===== config.mk =====
export PLATFORM = sky130hd
export DESIGN_NAME = radix4_seq_divider
export DESIGN_NICKNAME = d
export VERILOG_FILES = /design/src/rtl/div_pkg.sv /design/src/rtl/radix4_digit_sel.sv /design/src/rtl/radix4_seq_divider.sv
export SDC_FILE = /design/constraint.sdc
export NUM_CORES = 1
export LEC_CHECK = 0
export CORE_MARGIN = 5
export CORE_UTILIZATION = 59
export DETAILED_ROUTE_END_ITERATION = 6
export PLACE_DENSITY = 0.82
export SLEW_MARGIN = 0
export SYNTH_ARGS = -nofsm -noshare
export SYNTH_HDL_FRONTEND = slang
export SYNTH_HIERARCHICAL = 1
export SYNTH_SLANG_ARGS = --single-unit

===== constraint.sdc =====
create_clock -name clk -period 5.3 [get_ports clk]
set_input_delay 1.06 -clock clk [delete_from_list [all_inputs] [get_ports clk]]
set_output_delay 1.06 -clock clk [all_outputs]
set_load 0.02 [all_outputs]

===== src/rtl/div_pkg.sv =====
// Shared definitions for the radix-4 sequential divider.
//   div_state_e : controller states (IDLE -> CALC -> DONE -> IDLE)
//   DIGIT_W     : width of one radix-4 quotient digit
//   cnt_w()     : width of the iteration counter for an N-bit divide
package div_pkg;

  typedef enum logic [1:0] {
    IDLE = 2'd0,
    CALC = 2'd1,
    DONE = 2'd2
  } div_state_e;

  localparam int unsigned DIGIT_W = 2;

  // The counter runs from N/2-1 down to 0.
  function automatic int unsigned cnt_w(input int unsigned n);
    return $clog2(n / 2);
  endfunction

endpackage


===== src/rtl/radix4_digit_sel.sv =====
// Combinational radix-4 digit selection for a restoring divider.
// Picks the largest digit d in {0..3} with d*D <= T and returns T - d*D.
// Ports:
//   t     [N+1:0] shifted partial remainder {R, next two dividend bits}
//   d     [N-1:0] divisor
//   d2    [N:0]   2*divisor
//   d3    [N+1:0] 3*divisor
//   digit [1:0]   selected quotient digit
//   rem   [N-1:0] next partial remainder, always < d so N bits suffice
module radix4_digit_sel
  import div_pkg::*;
#(
  parameter int unsigned N = 16
) (
  input  logic [N+1:0]       t,
  input  logic [N-1:0]       d,
  input  logic [N:0]         d2,
  input  logic [N+1:0]       d3,
  output logic [DIGIT_W-1:0] digit,
  output logic [N-1:0]       rem
);

  logic [N-1:0] sub;

  always_comb begin
    if (t >= d3) begin
      digit = 2'd3;
    end else if (t >= {1'b0, d2}) begin
      digit = 2'd2;
    end else if (t >= {2'b00, d}) begin
      digit = 2'd1;
    end else begin
      digit = 2'd0;
    end
  end

  // The true difference is < d, so working modulo 2^N gives the exact result.
  always_comb begin
    case (digit)
      2'd3:    sub = d3[N-1:0];
      2'd2:    sub = d2[N-1:0];
      2'd1:    sub = d;
      default: sub = '0;
    endcase
    rem = t[N-1:0] - sub;
  end

endmodule


===== src/rtl/radix4_seq_divider.sv =====
// Iterative unsigned radix-4 restoring divider, two quotient bits per cycle.
// One division in flight; valid/ready handshakes on both sides.
// Optional build macro: DIV_ROUND_EN rounds the quotient half-up (saturating)
// on completion; the reported remainder stays the truncated one.
// Ports:
//   clk, rst_n              clock, synchronous active-low reset
//   in_valid / in_ready     operand handshake (dividend, divisor)
//   out_valid / out_ready   result handshake (quotient, remainder, div_by_zero)
module radix4_seq_divider
  import div_pkg::*;
#(
  parameter int unsigned N = 16
) (
  input  logic         clk,
  input  logic         rst_n,
  input  logic         in_valid,
  output logic         in_ready,
  input  logic [N-1:0] dividend,
  input  logic [N-1:0] divisor,
  output logic         out_valid,
  input  logic         out_ready,
  output logic [N-1:0] quotient,
  output logic [N-1:0] remainder,
  output logic         div_by_zero
);

  localparam int unsigned CntW = cnt_w(N);
  localparam logic [CntW-1:0] CntInit = CntW'(N / 2 - 1);

  div_state_e state_q, state_d;
  logic [N-1:0]    d_q, d_d;
  logic [N+1:0]    d3_q, d3_d;
  logic [N-1:0]    q_q, q_d;
  // Partial remainder is always < D, so N bits hold it exactly.
  logic [N-1:0]    r_q, r_d;
  logic [CntW-1:0] cnt_q, cnt_d;
  logic [N-1:0]    quotient_q, quotient_d;
  logic [N-1:0]    remainder_q, remainder_d;
  logic            dbz_q, dbz_d;

  logic [N+1:0]       t;
  logic [N:0]         d2;
  logic [DIGIT_W-1:0] digit;
  logic [N-1:0]       rem_next;
  logic [N-1:0]       q_next;
  logic [N-1:0]       q_final;

  assign t      = {2'b00, r_q, q_q[N-1:N-2]} << 0;
  assign d2     = {d_q, 1'b0};
  assign q_next = {q_q[N-3:0], digit};

  radix4_digit_sel #(
    .N (N)
  ) u_digit_sel (
    .t     (t),
    .d     (d_q),
    .d2    (d2),
    .d3    (d3_q),
    .digit (digit),
    .rem   (rem_next)
  );

`ifdef DIV_ROUND_EN
  logic round_up;
  // Half-up: bump when the remainder is at least half the divisor.
  assign round_up = {rem_next, 1'b0} >= {1'b0, d_q};
  assign q_final  = (round_up && !(&q_next)) ? q_next + N'(1) : q_next;
`else
  assign q_final  = q_next;
`endif

  always_comb begin
    state_d     = state_q;
    d_d         = d_q;
    d3_d        = d3_q;
    q_d         = q_q;
    r_d         = r_q;
    cnt_d       = cnt_q;
    quotient_d  = quotient_q;
    remainder_d = remainder_q;
    dbz_d       = dbz_q;
    case (state_q)
      IDLE: begin
        if (in_valid) begin
          if (divisor == '0) begin
            state_d     = DONE;
            quotient_d  = '1;
            remainder_d = dividend;
            dbz_d       = 1'b1;
          end else begin
            state_d = CALC;
            d_d     = divisor;
            d3_d    = {2'b00, divisor} + {1'b0, divisor, 1'b0};
            q_d     = dividend;
            r_d     = '0;
            cnt_d   = CntInit;
          end
        end
      end
      CALC: begin
        q_d = q_next;
        r_d = rem_next;
        if (cnt_q == '0) begin
          state_d     = DONE;
          quotient_d  = q_final;
          remainder_d = rem_next;
          dbz_d       = 1'b0;
        end else begin
          cnt_d = cnt_q - CntW'(1);
        end
      end
      DONE: begin
        if (out_ready) begin
          state_d = IDLE;
        end
      end
      default: state_d = IDLE;
    endcase
  end

  always_ff @(posedge clk) begin
    if (!rst_n) begin
      state_q     <= IDLE;
      d_q         <= '0;
      d3_q        <= '0;
      q_q         <= '0;
      r_q         <= '0;
      cnt_q       <= '0;
      quotient_q  <= '0;
      remainder_q <= '0;
      dbz_q       <= 1'b0;
    end else begin
      state_q     <= state_d;
      d_q         <= d_d;
      d3_q        <= d3_d;
      q_q         <= q_d;
      r_q         <= r_d;
      cnt_q       <= cnt_d;
      quotient_q  <= quotient_d;
      remainder_q <= remainder_d;
      dbz_q       <= dbz_d;
    end
  end

  assign in_ready    = (state_q == IDLE);
  assign out_valid   = (state_q == DONE);
  assign quotient    = quotient_q;
  assign remainder   = remainder_q;
  assign div_by_zero = dbz_q;

endmodule

==> run metrics <==
status=finished clean; Avg Inst Size Synth=8.081 sq um; cell family with most CP delay=compound AO/OA/AOI/OAI gates; Placed Instance Area=8264 sq um; Clock Latency Late Sink=0.36 ns; max cap viols=0; width of the die=122.7 microns; maximum clock rate=204.4 MHz; CTS tree=built; crit start category=flip-flop; hold path startpoint=quotient[6]; ys flop type=dfxtp_1; Cell Pwr Density=605.9 nW/um^2; pre-CTS setup slack=0.5465 ns; fillcell total=1,057; setup TNS=0 ns; Clock Power Share=12.4%; fin. max-slew vios=0; global-route wire length before repair=32,040 microns; RSZ-0062 raised after global routing=false; Hold Fails Final Rpt=0; Final period util=92.29%; Setup Skew=0.006688 ns; antenna cells=0; Crit Path Category=flip-flop to flip-flop; measured slew at the worst slew-check pin=0.9530 ns; Nets=1,101; Synth area leaders=dfxtp_1 28%, ha_1 16%, nand2_1 5.8%, o211a_1 4.7%, a21oi_1 4.4%; routed wire length=20,030 microns; FF/Latch Area=2062 sq um; WP data required=5.55 ns; Core Area=12,520 sq um; reg-to-reg startpoint=d_q[14]; share of cells above drive strength 1=4.513%; CTS sink count=103; GRT Util Overall=26.89%; slowest cell on the critical path=dfxtp_1; Mapped Cells=927; PnR worst setup slack=0.4087 ns; DRT iter0 DRCs=665; most used cell, CP=a21oi_1; 1st-pass router iterations=7; Worst IR Drop VDD=392.0 uV; CP startpoint=d_q[14]; Comb power frac=67.3%; Reg power frac=20.3%; Antenna Nets Post-Route=0; CTS Buf Count=9; Internal=2.670 mW; total grt overflow=0; area occupied by multi-input gates=4940 sq um; commonest non-fill, non-tap cell in the layout=nand2_1; drt drc=0; Buf+Inv Stages, Crit Path=2; post-synth top area share=27.53%; register area share after synthesis=27.53%; area grow syn2layout=14.18%; Hold Crit Class=flip-flop to flip-flop; Max H-tree Level=3; clock period minus worst slack=4.891 ns; Root Driver=clkbuf_16; Post-Syn Area=7491 sq um; routability congestion estimate=0.9528; hold_ws=0.4655 ns; Post-CTS Repair Setup Buffers=0; CP max FO=16; cell type with the largest total area after synthesis=dfxtp_1; synthesized flop and latch total=103; HPWL Detailed=14,860 microns; Post-synth EDFFs=0; CTS clk-pin slew, worst paths=0.07 ns; initial antenna violation count=0; Sw Share=48.47%; Setup Viol. Count Final=0; Clock Path Buffers=2; post-DR wirelength/cell=17.46 microns; vias in the first global route=6,279; die area=15,050 sq um; largest net degree at the start of global routing=67; Port Buffers=70; CP Capture Type=flip-flop; Vias/cell=6.095; CP peak stage delay=0.41 ns; CP arrival=5.14 ns; design area=8553 sq um; leakage power=3.855 nW; library cells used by synthesis=61; vias post-DR=6,991; num rows=41; worst path cell trace=inv_1 -> ha_1 -> a21o_1 -> a211o_1 -> a2111oi_2 -> o311ai_2 -> nand2_1 -> buf_4 -> nand3_1 -> a21oi_1 -> a21oi_1 -> ha_1 -> nor2b_1 -> o21ai_0 -> a21boi_1 -> o22ai_1 -> o211ai_1 -> a41o_1 -> a21o_1 -> a21oi_1 -> xnor2_1 -> a21oi_1 -> nand2_1 -> o211a_1; Relative slew margins=36.47%; Die H=122.7 microns; Boundary Pins=71; Initial Utilization=59.85%; Async SR Flop Fraction=0%; commonest cells after routing, fill and taps aside=116 x nand2_1, 103 x dfxtp_1, 93 x ha_1; Net Switching=2.512 mW; yosys warns=6
-- timing repair --
action	CTS	global route
resized for setup	0	3
hold buffers	0	0
endpoints found under the setup margin	0	1
-- final timing paths --
| kind | cells after the start | slack (ns) | to |
|---|---|---|---|
| worst min register to register | 2 | 0.47 | quotient[6] |
| worst max register to register | 24 | 0.41 | remainder[15] |
| worst min-delay path | 2 | 0.47 | quotient[6] |
| worst max-delay path | 24 | 0.41 | remainder[15] |
-- power by group through the flow --
stage / logic (mW) / registers, mW / clock network (mW)
floorplan: 2.51 / 1.04 / 0
global placement: 3.32 / 1.06 / 0
detailed placement: 3.36 / 1.06 / 0
CTS: 3.39 / 1.05 / 0.657
global route: 3.81 / 1.06 / 0.692
finish: 3.49 / 1.05 / 0.643
-- worst min-delay path, delay by kind of cell (launching register included) --
family	cells	cell delay (ns)
compound gates	1	0.06
flops	1	0.31
simple gates	1	0.05
-- Yosys cell counts, types with 2 or more instances --
master and count:
a41o_1 3, mux2i_1 14, nor2b_1 20, o211a_1 35, o21a_1 10, o21ai_0 60
or2_2 3, nand2b_1 9, ha_1 93, nand3_1 33, a31o_2 2, a211o_1 3
fa_1 2, o311ai_1 4, nor3_1 12, a211oi_1 6, a22oi_1 16, xor2_1 6
xnor2_1 11, a21boi_0 18, nand2_1 116, inv_1 78, dfxtp_1 103, a21o_1 20
a21boi_1 21, o31a_1 3, clkbuf_1 28, a21oi_1 66, a31oi_1 7, or3_1 3
nand3b_1 4, o31ai_1 2, a2111oi_0 2, o2111ai_1 3, o21ai_1 2, buf_2 17
and3_1 10, and2_1 22, nand4_1 9, and4_1 4, nor2_1 21, buf_6 3
nor3b_1 2, a311o_1 2, o211ai_1 3
-- final cells by class --
| cell class | count | share of cell area (%) |
|---|---|---|
| Inverter | 78 | 3.423 |
| Sequential cell | 103 | 24.11 |
| Clock inverter | 7 | 0.6437 |
| Tap cell | 172 | 2.516 |
| Clock buffer | 9 | 2.633 |
| Multi-Input combinational cell | 699 | 57.75 |
| Timing Repair Buffer | 79 | 8.923 |
-- per-layer routing --
| metal | global-route usage [%] | routed length, microns |
|---|---|---|
| met5 | 0 | 0 |
| met1 | 38.90 | 9184 |
| met4 | 8.258 | 457 |
| met3 | 5.576 | 1398 |
| met2 | 40.08 | 8987 |
-- flip-flops by register name, indices dropped and copies added (netlist names) --
register,count
cnt_q,3
d3_q,17
d_q,16
div_by_zero,1
q_q,16
quotient,16
r_q,16
remainder,16
state_q,2
-- cells by family (layout without fill, tap and decap cells) --
family          count (synthesis)  after routing  share of synthesized area (%)
compound gates                300            300                          27.94
fa+ha+maj                      95             95                          16.07
other cells                     1              2                        0.05006
simple gates                  271            271                          17.65
flops                         103            103                          27.53
xor+xnor                       17             17                          1.988
buf+inv                       126            173                          6.898
mux                            14             14                          1.871
-- stage by stage --
stage | utilization, % | cells | power [mW]
after CTS | 68.26 | 1147 | 5.093
after global routing | 68.33 | 1147 | 5.571
final | 68.33 | 1147 | 5.183
after detailed placement | 66.02 | 1131 | 4.424
after global placement | 66.02 | 1131 | 4.379
after floorplan | - | 928 | 3.550
(Power assumes the default switching activity.)
